**config.mk**
```make
export PLATFORM = sky130hd
export DESIGN_NAME = char_stream_loader
export DESIGN_NICKNAME = d
export VERILOG_FILES = /design/src/rtl/char_stream_loader.sv
export SDC_FILE = /design/constraint.sdc
export NUM_CORES = 1
export LEC_CHECK = 0
export CAP_MARGIN = 20
export CORE_MARGIN = 4
export CORE_UTILIZATION = 47
export CTS_BUF_LIST = sky130_fd_sc_hd__clkbuf_4 sky130_fd_sc_hd__clkbuf_8
export DETAILED_ROUTE_END_ITERATION = 10
export PLACE_DENSITY_LB_ADDON = 0.15
export SYNTH_ARGS = -nofsm -noshare
export SYNTH_HDL_FRONTEND = slang
export SYNTH_SLANG_ARGS = --single-unit
export TNS_END_PERCENT = 10
```
**constraint.sdc**
```tcl
create_clock -name clk -period 3.8 [get_ports clk]
set_input_delay 0.38 -clock clk [delete_from_list [all_inputs] [get_ports clk]]
set_output_delay 0.38 -clock clk [all_outputs]
set_load 0.005 [all_outputs]
```
**src/rtl/char_stream_loader.sv**
```systemverilog
// rtl/char_stream_loader.sv - message buffer that feeds a display register one character per DIV cycles
module char_stream_loader #(
  parameter int N     = 8,
  parameter int DEPTH = 16,
  parameter int AW    = 4,
  parameter int DIV   = 50000
) (
  input  logic          clk,
  input  logic          reset,
  input  logic          wr_en,
  input  logic [AW-1:0] wr_addr,
  input  logic [N-1:0]  wr_data,
  input  logic [AW:0]   msg_len,
  input  logic          start,
  input  logic          stop,
  output logic [N-1:0]  data_out,
  output logic          load,
  output logic          busy,
  output logic [AW-1:0] idx
);

  localparam int PW = $clog2(DIV);
  localparam logic [PW-1:0] PRE_LAST = PW'(DIV - 2);

  localparam logic [1:0] IDLE = 2'd0;
  localparam logic [1:0] EMIT = 2'd1;
  localparam logic [1:0] RUN  = 2'd2;

  logic [N-1:0]  mem [DEPTH];
  logic [1:0]    state;
  logic [PW-1:0] pre;
  logic [AW-1:0] rd_ptr;
  logic [AW-1:0] last_idx;
  logic          start_q;
  logic          len_ok;

  assign len_ok = (msg_len != '0) && (msg_len <= (AW+1)'(DEPTH));

  always_ff @(posedge clk or negedge reset) begin
    if (!reset) begin
      for (int i = 0; i < DEPTH; i++) mem[i] <= '0;
    end else if (wr_en) begin
      mem[wr_addr] <= wr_data;
    end
  end

  // start passes through one register, so the first strobe lands two edges after the request
  always_ff @(posedge clk or negedge reset) begin
    if (!reset) begin
      state    <= IDLE;
      pre      <= '0;
      rd_ptr   <= '0;
      last_idx <= '0;
      start_q  <= 1'b0;
      data_out <= '0;
      load     <= 1'b0;
      busy     <= 1'b0;
      idx      <= '0;
    end else begin
      start_q <= start && !stop && (state == IDLE);
      load    <= 1'b0;
      if (stop) begin
        state <= IDLE;
        busy  <= 1'b0;
        pre   <= '0;
      end else begin
        case (state)
          IDLE: begin
            if (start_q && len_ok) begin
              last_idx <= AW'(msg_len - 1'b1);
              rd_ptr   <= '0;
              state    <= EMIT;
              busy     <= 1'b1;
            end
          end
          EMIT: begin
            data_out <= mem[rd_ptr];
            load     <= 1'b1;
            idx      <= rd_ptr;
            pre      <= '0;
            rd_ptr   <= (rd_ptr == last_idx) ? '0 : rd_ptr + 1'b1;
            state    <= RUN;
          end
          RUN: begin
            if (pre == PRE_LAST) begin
              pre   <= '0;
              state <= EMIT;
            end else begin
              pre <= pre + 1'b1;
            end
          end
          default: begin
            state <= IDLE;
            busy  <= 1'b0;
          end
        endcase
      end
    end
  end

endmodule

```
# --- Word-level counts from Yosys, hierarchy flattened ---
# Cells that the tools add are included.
totals:
  register_bits: 169
  input_bits: 22
  out_inout_bits: 14
  elab_cells: 80
op_classes:
  add_sub_neg: 3
  order_cmp: 4
  eq_ne: 8
  mux: 21
  bitwise_logic: 3
  reduce_logical: 16
ops:
  columns: ["operator", "count"]
  rows:
  - ["bitwise mux 128 bit", 1]
  - ["binary-select mux 8 bit (select 4 bit)", 1]
  - ["demux 8 bit (select 4 bit)", 1]
  - ["two-way mux 16 bit", 2]
  - ["case mux 16 bit (2 select lines)", 1]
  - ["two-way mux 8 bit", 3]
  - ["adder 16 x 1 -> 16 bit, second input constant", 1]
  - ["== test 16 bit, second input constant", 1]
  - ["greater-or-equal comparator 5 bit, second input constant", 2]
  - ["inverter 4 -> 5 bit", 2]
  - ["two-way mux 4 bit", 2]
  - ["case mux 4 bit (2 select lines)", 1]
  - ["two-way mux 2 bit", 3]
  - ["case mux 2 bit (3 select lines)", 1]
  - ["AND reduction 2 bit", 3]
  - ["AND reduction 3 bit", 2]
  - ["less-or-equal comparator 5 bit, second input constant", 1]
  - ["logical AND 1 bit", 5]
  - ["< comparator 5 x 1 -> 1 bit, second input constant", 1]
  - ["nonzero test 5 bit", 1]
  - ["adder 4 x 1 -> 4 bit, second input constant", 1]
  - ["== test 4 bit", 1]
  - ["two-way mux 1 bit", 4]
  - ["!= test 2 x 1 -> 1 bit, second input constant", 2]
  - ["other kinds (12)", 12]

# --- Depth between registers and ports, before layout ---
# Gate-level depths: netlist of run 1.
logic_depth:
  depth_word: 6
  mapped_depth: 8
  ltp_nobuf: 7

# --- Worst setup path after synthesis of run 1 ---
# OpenSTA, ideal clock, no wires.
synth_timing:
  kind: "input to register"
  from: "in msg_len[0]"
  to: "reg last_idx[0]"
  setup_time_ps: 125
  arrival_ps: 1739
  required_ps: 3675
  slack_ps: 1936
  cell_stages: 6
  n_path_buf: 0
  cell_sequence: "inv_1 -> ha_1 -> nor3b_1 -> mux2_2 -> nand2_1 -> mux2_2"
synth_between:
  elab_chain_len: 4
  elab_cells_between_ends: 6
  classes_between: "add/sub: 1; order compare: 1; reduce/logical: 4"
synth_lines:
  columns: ["element", "line_no", "text"]
  rows:
  - ["from (decl)", "13", "input logic [AW:0] msg_len,"]
  - ["less-or-equal comparator 5 bit / nonzero test 5 bit (equally long branches)", "37", "assign len_ok = (msg_len != '0) && (msg_len <= (AW+1)'(DEPTH));"]
  - ["logical AND 1 bit", "37", null]
  - ["logical AND 1 bit", "69", "if (start_q && len_ok) begin"]
  - ["AND reduction 3 bit (no source line)", null, null]
  - ["to (signal assigned)", "70", "last_idx <= AW'(msg_len - 1'b1);"]
  - ["to (decl)", "33", "logic [AW-1:0] last_idx;"]
# Parallel ways exist; a longest one is shown, timed or not.
# A chain may end at the register's enable or synchronous reset.

# --- Worst setup path in the final report of run 1 ---
layout_timing:
  from: "reg pre[0]"
  to: "reg pre[7]"
layout_between:
  elab_chain_len: 4
  elab_cells_between_ends: 5
  classes_between: "add/sub: 1; eq/ne: 1; mux: 3"
layout_lines:
  columns: ["element", "line_no", "text"]
  rows:
  - ["from (decl)", "31", "logic [PW-1:0] pre;"]
  - ["from (signal assigned)", "89", "pre <= pre + 1'b1;"]
  - ["adder 16 x 1 -> 16 bit / == test 16 bit (equally long branches)", "89, 85", null]
  - ["two-way mux 16 bit *", "85", "if (pre == PRE_LAST) begin"]
  - ["case mux 16 bit (2 select lines) *", "67", "case (state)"]
  - ["two-way mux 16 bit *", "62", "if (stop) begin"]
# Every way passes the cells marked *; elsewhere a longest branch is shown, timed or not.

==> results of run 1 <==
==> flip-flops by register name, summed over array words and instances (netlist names), 2 cells and up <==
name / count
mem: 128
data_out: 8
pre: 16
idx: 4
rd_ptr: 4
last_idx: 4
state: 2
==> logic make-up after synthesis <==
logic type	Yosys count	synth area share, %
compound gates	66	5.26
xor+xnor	10	1.10
fa+ha+maj	8	1.25
buf+inv	42	2.82
flops	169	53.0
mux	192	29.3
simple gates	114	7.35
==> worst paths after layout <==
kind	depth (start not counted)	slack (ns)	start	endpoint
max	6	1.59	pre[0]	pre[7]
min	2	0.33	reset	mem[78]
max reg2reg	6	1.59	pre[0]	pre[7]
min reg2reg	1	0.50	mem[120]	mem[120]
max in group asynchronous	4	2.50	reset	mem[112]
min in group clk	2	0.50	start	start_q
==> critical path: cells and delay by family, from the launching register on <==
family | cells | cell delay (ns)
AO/OA/AOI/OAI | 1 | 0.54
adder cells (fa/ha/maj) | 1 | 0.14
buffers and inverters | 1 | 0.07
flip-flops | 1 | 0.43
AND/OR/NAND/NOR | 3 | 0.90
==> where the power goes <==
group / internal [mW] / switching [mW] / leakage [nW]
combinational: 0.856 / 0.664 / 1.50
clock: 0.642 / 0.650 / 0.198
sequential: 2.21 / 0.312 / 2.11
total: 3.71 / 1.63 / 3.80
==> Yosys cell counts (10+ instances only) <==
cell type  number
mux4_1         10
nand2_1        22
nor3_1         13
clkbuf_1       15
nand2b_1       10
o22ai_1        24
a21oi_1        15
nor2_1         28
mux2_2        142
mux2i_1        34
dfrtp_1       169
a31oi_1        10
==> metrics by stage <==
| stage | std cells | instance area (um^2) | hold WS (ns) | util [%] |
|---|---|---|---|---|
| final | 864 | 8930 | 0.330 | 53.7 |
| after global routing | 864 | 8930 | 0.342 | 53.7 |
| after CTS | 862 | 8890 | 0.0952 | 53.4 |
| after detailed placement | 831 | 8490 | 0.482 | 51.0 |
| after global placement | 831 | 8490 | 0.480 | 51.0 |
| after floorplan | 601 | 7990 | 0.0844 | - |
==> cell type report <==
cell class / instances / share of cell area (%)
Multi-Input combinational cell: 390 / 39.5
Timing Repair Buffer: 44 / 5.09
Clock buffer: 21 / 3.17
Inverter: 10 / 0.420
Sequential cell: 169 / 47.4
Clock inverter: 10 / 1.33
Tap cell: 220 / 3.08
==> cells in the final DEF (no fill, tap or decap), types with 7 or more instances in the layout <==
master	netlist	layout
nand2b_1	10	10
clkbuf_8	0	20
mux2_2	142	142
o22ai_1	24	24
a21oi_1	15	15
nand3_1	7	7
a31oi_1	10	10
clkdlybuf4s50_1	0	34
mux2i_1	34	34
dfrtp_1	169	168
nor3_1	13	13
mux4_1	10	10
nor2_1	28	28
inv_1	9	9
ha_1	8	8
xor2_1	9	9
nand2_1	22	22
==> routing by layer <==
layer	GRT usage (%)	vias to the layer above	wire length [um]
met5	0	-	0
met4	4.73	0	148
met3	4.56	10	682
met2	30.9	86	8800
met1	26.4	2557	8170
li1	-	2283	-
==> impl_metrics.tcl, run 1 <==
set metrics [dict create \
    relSlewSlack_pct 35.2 \
    numCtsBuffers 17 \
    post_cts_buffers 0 \
    grt_overflow 0 \
    slew_viol_final 0 \
    synth-seq-cells 169 \
    start_kind "register" \
    htreeDepth 4 \
    cts.sinks 169 \
    worstSkewPairLatency_ns 0.46 \
    worst_ep_arrival_time_ns 2.54 \
    crit_type "register to register" \
    hold_class "primary input to async pin" \
    io_pins 36 \
    ctsResizeCount 0 \
    syn_area_per_cell_um2 13.3 \
    final-seq-area_um2 4230 \
    n_antenna_cell 0 \
    syn_area_um2 7990 \
    grt_pass1_vias 5220 \
    drt-total-wl_um 17800 \
    grtUsageTotal_pct 19.1 \
    power_density_nw_per_um2 598 \
    synth_edf_count 0 \
    final_nets 662 \
    vias_per_cell 5.71 \
    gp_congestion 0.828 \
    final_hold_viol_count 0 \
    setup_tns_ns 0 \
    cts_tree "done" \
    required_ns 4.13 \
    cts-root-buf "clkbuf_8" \
    rsz0062_at_grt "no" \
    endpoint_kind "register" \
    placementRows 47 \
    yosysSeqAreaShare_pct 53.0 \
    n_fill_cell 1366 \
    num_vias 4936 \
    multi_input_area_um2 3530 \
    synthTopCellsByArea "dfrtp_1, mux2_2, mux2i_1" \
    die_h_um 138 \
    p_leak_nw 3.80 \
    run_status "finished, final reports clean" \
    yosys_warnings 0 \
    setup_viol 0 \
    core_um2 16600 \
    crit_path_frequent_cell "nor2_1" \
    max-cap-violations 0 \
    cts.path.max_buffers 2 \
    routedWlPerCell_um 20.6 \
    path_cells "inv_1 > ha_1 > nor4bb_1 > a41oi_2 > nor2_1 > nor2_1" \
    drc 0 \
    initial_core_util_pct 48.0 \
    syn_nets 631 \
    grt_max_degree 106 \
    synthArstFlopShare_pct 100 \
    synth.top_cell.area_share_pct 53.0 \
    place_ws_ns 1.22 \
    drive_above_1_share_pct 29.8 \
    drtIter0Drc 240 \
    cpPeakStageDelay_ns 0.54 \
    synthFlopType "dfrtp_1" \
    antenna_found_initial 0 \
    ir_drop_mv 0.271 \
    die_w_um 138 \
    tightestPinTransition_ns 0.969 \
    area_growth_pct 11.8 \
    total_power_mw 5.34 \
    path_max_fanout 23 \
    cp_slowest_cell "a41oi_2" \
    grt_pass1_wl_um 28900 \
    fmax_mhz 452 \
    skew_ns 0.0158 \
    die-area_um2 19100 \
    min_period_ns 2.21 \
    setup_slack_ns 1.59 \
    antenna_left 0 \
    fin_crit_sh_pct 58.2 \
    yosysTopAreaCell "dfrtp_1" \
    ys_types 48 \
    postCtsHoldBufs 0 \
    clkTransAtPathRegs_ns 0.09 \
    syn_inst 601 \
    port_buffers 35 \
    dp_hpwl_um 11800 \
    first_pass_iters 4 \
]
No activity file was read; power rests on OpenSTA's default activity.
==> run 2: changes to the inputs <==
==> constraint.sdc (replaced) <==
create_clock -name clk -period 1.8 [get_ports clk]
set_input_delay 0.18 -clock clk [delete_from_list [all_inputs] [get_ports clk]]
set_output_delay 0.18 -clock clk [all_outputs]
set_load 0.005 [all_outputs]
==> run 2 against run 1 <==
Die area stayed put; via count rose by 5.4%; utilization grew 4.0 points; setup slack got worse by 1.6 ns; cell area up 7.4%; worst hold slack worse by 0.098 ns; sequential share of layout area shrank 3.3 points; routed wire length rose by 0.31%; first-iteration DRC count fell by 8.3%; critical path type unchanged; largest power group unchanged.
==> impl_metrics.tcl, run 2 (same netlist as run 1, synthesis figures left out) <==
set metrics [dict create \
    run_status "finished, final reports clean" \
    top_register "mem" \
    cts-root-buf "clkbuf_8" \
    final_hold_viol_count 0 \
    first_pass_iters 4 \
    r2r_end "data_out[1]" \
    die-area_um2 19100 \
    drtIter0Drc 220 \
    worstSkewPairLatency_ns 0.45 \
    min_period_ns 1.80 \
    fmax_mhz 557 \
    area_growth_pct 20.1 \
    setup_viol 0 \
    netSwitchingFraction_pct 30.2 \
    final_cell_mix "dfrtp_1, mux2_2, buf_4" \
    antenna_found_initial 0 \
    max-cap-violations 0 \
    endpoint_kind "register" \
    top_regs "mem (128), pre (16), data_out (8)" \
    fin_cells 928 \
    final_nets 725 \
    htreeDepth 4 \
    n_antenna_cell 0 \
    die_h_um 138 \
    power_density_nw_per_um2 1250 \
    core_um2 16600 \
    crit_type "register to register" \
    routedWlPerCell_um 19.2 \
    grt_pass1_wl_um 29400 \
    grt_pass1_vias 5489 \
    drive_above_1_share_pct 39.8 \
    clock_power_share_pct 23.6 \
    fin_crit_sh_pct 99.8 \
    cts_tree "done" \
    r2r_slack_ns 0.004 \
    drt-total-wl_um 17900 \
    cell_internal_pwr_mw 8.36 \
    die_w_um 138 \
    grt_max_degree 50 \
    numCtsBuffers 17 \
    placementRows 47 \
    hold_class "primary input to async pin" \
    path_max_fanout 6 \
    combPwrFrac_pct 33.0 \
    required_ns 2.14 \
    dp_hpwl_um 12400 \
    rr_startpoint "rd_ptr[0]" \
    place_area_um2 9060 \
    clkTransAtPathRegs_ns 0.10 \
    vias_per_cell 5.61 \
    p_leak_nw 4.14 \
    seq_power_share_pct 43.4 \
    drc 0 \
    crit_end "data_out[1]" \
    start_kind "register" \
    grtUsageTotal_pct 19.3 \
    dp_cells 893 \
    skew_ns 0.0115 \
    ir_drop_mv 0.577 \
    power_switching_mw 3.63 \
    initial_core_util_pct 48.0 \
    relSlewSlack_pct 58.6 \
    tightestPinTransition_ns 0.620 \
    cts.sinks 169 \
    cts.path.max_buffers 2 \
    largest_reg_flops 128 \
    rsz0062_at_grt "yes" \
    io_pins 36 \
    final_core_util_pct 57.7 \
    antenna_left 0 \
    finalHoldWorstSlack_ns 0.232 \
    grt_overflow 0 \
    worstSetupStartpoint "rd_ptr[0]" \
    gp_congestion 0.810 \
    ff2ff_path_depth 5 \
    final_common_cell "dfrtp_1" \
    num_vias 5205 \
    slew_viol_final 0 \
    port_buffers 35 \
    worst_ep_arrival_time_ns 2.14 \
    final_cell_area_um2 9600 \
]
[run 2: per-layer routing]
layer | vias to the layer above | part of all wire [%] | track usage, %
met4 | 0 | 0.97 | 5.46
met5 | - | 0 | 0
met2 | 85 | 52 | 32.3
met3 | 13 | 3.6 | 3.83
li1 | 2395 | - | -
met1 | 2712 | 44 | 25.8
[run 2: through the flow]
stage                     setup TNS [ns]  power (mW)  setup slack (ns)
after global routing             -0.0744        12.7           -0.0297
final                                  0        12.0           0.00373
after CTS                              0        11.8           0.00246
after floorplan                        0        7.59             0.109
after detailed placement           -5.16        8.94            -0.349
after global placement             -3.74        8.78            -0.319
[run 2: how the worst min path moves through the flow]
stage | from | to | slack, ns
5_1_grt | reset | last_idx[2] | 0.26
3_5_place_dp | reset | last_idx[3] | 0.16
3_3_place_gp | reset | last_idx[3] | 0.15
2_1_floorplan | reset | busy | -0.12
6_report | reset | last_idx[2] | 0.23
4_1_cts | reset | last_idx[2] | 0.23
[run 2: timing repair]
item | in CTS | in global routing
hold endpoints to repair | 45 | 0
endpoints found under the setup margin | 0 | 19
resized for setup | 0 | 35
buffers inserted | 0 | 1
hold buffers | 1 | 0
[run 2: power by group through the flow]
stage / registers, mW / clock network (mW) / logic, mW
3_5_place_dp: 5.25 / 0 / 3.69
6_report: 5.21 / 2.83 / 3.95
2_1_floorplan: 5.08 / 0 / 2.51
4_1_cts: 5.17 / 2.93 / 3.70
5_1_grt: 5.32 / 3.12 / 4.28
3_3_place_gp: 5.19 / 0 / 3.59
[run 2: area by class of cell]
type	instances	area (um^2)
clock buffer	17	234
clock inverter	15	188
fill	1349	7050
inverter	10	37.5
multi-input combinational	390	3590
sequential	169	4230
tap	220	275
timing repair buffer	107	1040
[run 2: critical path: stages (launching register included)]
cell       delay, ns
dfrtp_2         0.49
clkbuf_16       0.21
mux4_2          0.55
mux2_4          0.29
o22ai_2         0.08
nor2_1          0.05
==> run 3: changes to the inputs <==
--- a/config.mk
+++ b/config.mk
@@ -6,7 +6,6 @@
 export NUM_CORES = 1
 export LEC_CHECK = 0
 export CAP_MARGIN = 20
-export CORE_MARGIN = 4
 export CORE_UTILIZATION = 47
 export CTS_BUF_LIST = sky130_fd_sc_hd__clkbuf_4 sky130_fd_sc_hd__clkbuf_8
 export DETAILED_ROUTE_END_ITERATION = 10
==> run 3 against run 2 <==
Utilization increased by 1.5 points; flip-flop and latch count unchanged; clock skew decreased by 0.0012 ns; combinational power increased by 8.1%; cell area increased by 2.2%; maximum frequency increased by 0.98%; clock power about the same; die area decreased by 8.5%; largest cell class unchanged; largest power group unchanged.
==> impl_metrics.tcl, run 3 (same netlist as run 1, synthesis figures left out) <==
set metrics [dict create \
    num_vias 5274 \
    numCtsBuffers 17 \
    top_register "mem" \
    vias_per_cell 5.61 \
    routedWlPerCell_um 19.8 \
    largest_reg_flops 128 \
    clock_power_share_pct 23.0 \
    netSwitchingFraction_pct 31.0 \
    total_power_mw 12.3 \
    drive_above_1_share_pct 40.6 \
    first_pass_iters 4 \
    n_fill_cell 1330 \
    placementRows 47 \
    tightestPinTransition_ns 0.622 \
    setup_slack_ns 0.0211 \
    final_core_util_pct 59.1 \
    setup_viol 0 \
    htreeDepth 4 \
    max-cap-violations 0 \
    r2r_slack_ns 0.02 \
    run_status "finished, final reports clean" \
    multi_input_area_um2 3650 \
    die_h_um 132 \
    port_buffers 35 \
    grt_pass1_wl_um 29500 \
    cell_internal_pwr_mw 8.47 \
    antenna_left 0 \
    rr_startpoint "rd_ptr[0]" \
    slew_viol_final 0 \
    n_antenna_cell 0 \
    fin_crit_sh_pct 98.8 \
    drtIter0Drc 293 \
    final_nets 737 \
    worstSkewPairLatency_ns 0.47 \
    top_regs "mem (128), pre (16), data_out (8)" \
    drt-total-wl_um 18600 \
    place_ws_ns -0.341 \
    r2r_end "data_out[5]" \
    cts.sinks 169 \
    grt_overflow 0 \
    core_um2 16600 \
    grtUsageTotal_pct 22.1 \
    ir_drop_mv 0.602 \
    ff2ff_path_depth 6 \
    crit_type "register to register" \
    grt_max_degree 65 \
    power_switching_mw 3.81 \
    worstSetupStartpoint "rd_ptr[0]" \
    worst_ep_arrival_time_ns 2.12 \
    final-seq-area_um2 4230 \
    start_kind "register" \
    fmax_mhz 562 \
    die_w_um 132 \
    cts.path.max_buffers 2 \
    finalHoldWorstSlack_ns 0.172 \
    min_period_ns 1.78 \
    grt_pass1_vias 5415 \
    place_area_um2 9060 \
    required_ns 2.14 \
    drc 0 \
    rsz0062_at_grt "yes" \
    final_cell_area_um2 9810 \
    skew_ns 0.0103 \
    io_pins 36 \
    power_density_nw_per_um2 1250 \
    seq_power_share_pct 42.2 \
    endpoint_kind "register" \
    combPwrFrac_pct 34.8 \
    relSlewSlack_pct 58.4 \
    path_max_fanout 5 \
    initial_core_util_pct 48.2 \
    final_hold_viol_count 0 \
    final_common_cell "dfrtp_1" \
    clkTransAtPathRegs_ns 0.09 \
    die-area_um2 17500 \
    antenna_found_initial 0 \
    dp_hpwl_um 12000 \
    hold_class "primary input to async pin" \
    p_leak_nw 4.26 \
    gp_congestion 0.801 \
    area_growth_pct 22.8 \
    cts_tree "done" \
    cts-root-buf "clkbuf_8" \
    final_cell_mix "dfrtp_1, mux2_2, buf_4" \
]
## run 3: cell types whose count changed in the layout (fill, tap and decap cells not counted), sizes merged
cell      before  now
buf           71   80
inv           16   20
bufinv         3    2
clkinv         3    2
clkinvlp       3    1
clkbuf        18   21
## run 3: cell type report
| cell class | instances | area share, % |
|---|---|---|
| Clock inverter | 15 | 1.80 |
| Multi-Input combinational cell | 390 | 37.2 |
| Timing Repair Buffer | 119 | 12.3 |
| Sequential cell | 169 | 43.1 |
| Clock buffer | 17 | 2.39 |
| Inverter | 10 | 0.383 |
| Tap cell | 220 | 2.81 |
## run 3: through the flow
stage               TNS [ns]  instances
floorplan                  0        601
global placement       -2.83        893
detailed placement     -4.17        893
CTS                        0        926
global route          -0.225        940
finish                     0        940
## run 3: what timing repair did
action                     4_1_cts  5_1_grt
hold endpoints to repair        71        0
gates resized for setup          5       30
pin swaps                        0        3
setup endpoints to repair        6       24
hold buffers                     1        0
setup buffers                    0        9
cloned                           0        5
## run 3: worst max-delay path, stage by stage (launching register included)
cell	delay [ns]
dfrtp_2	0.43
buf_4	0.14
clkbuf_16	0.15
mux4_2	0.50
mux2_2	0.28
o22ai_1	0.11
nor2_1	0.05
## run 3: power by group through the flow
| stage | registers, mW | clock network (mW) | logic [mW] |
|---|---|---|---|
| floorplan | 5.08 | 0 | 2.51 |
| CTS | 5.17 | 2.89 | 3.74 |
| finish | 5.18 | 2.82 | 4.27 |
| detailed placement | 5.25 | 0 | 3.69 |
| global route | 5.29 | 3.08 | 4.59 |
| global placement | 5.19 | 0 | 3.58 |
## run 3: layer usage
layer	vias to the layer above	track usage, %	wire length [um]
met4	0	5.43	187
li1	2434	-	-
met1	2756	29.7	8610
met5	-	0	0
met2	70	36.9	9370
met3	14	4.11	479
## run 3: how the worst max path moves through the flow
| stage | end | slack (ns) | cells after the start |
|---|---|---|---|
| 2_1_floorplan | pre[9] | 0.11 | 7 |
| 3_3_place_gp | last_idx[2] | -0.29 | 8 |
| 3_5_place_dp | last_idx[2] | -0.34 | 8 |
| 4_1_cts | data_out[2] | 0.006 | 5 |
| 5_1_grt | data_out[5] | -0.03 | 6 |
| 6_report | data_out[5] | 0.02 | 6 |
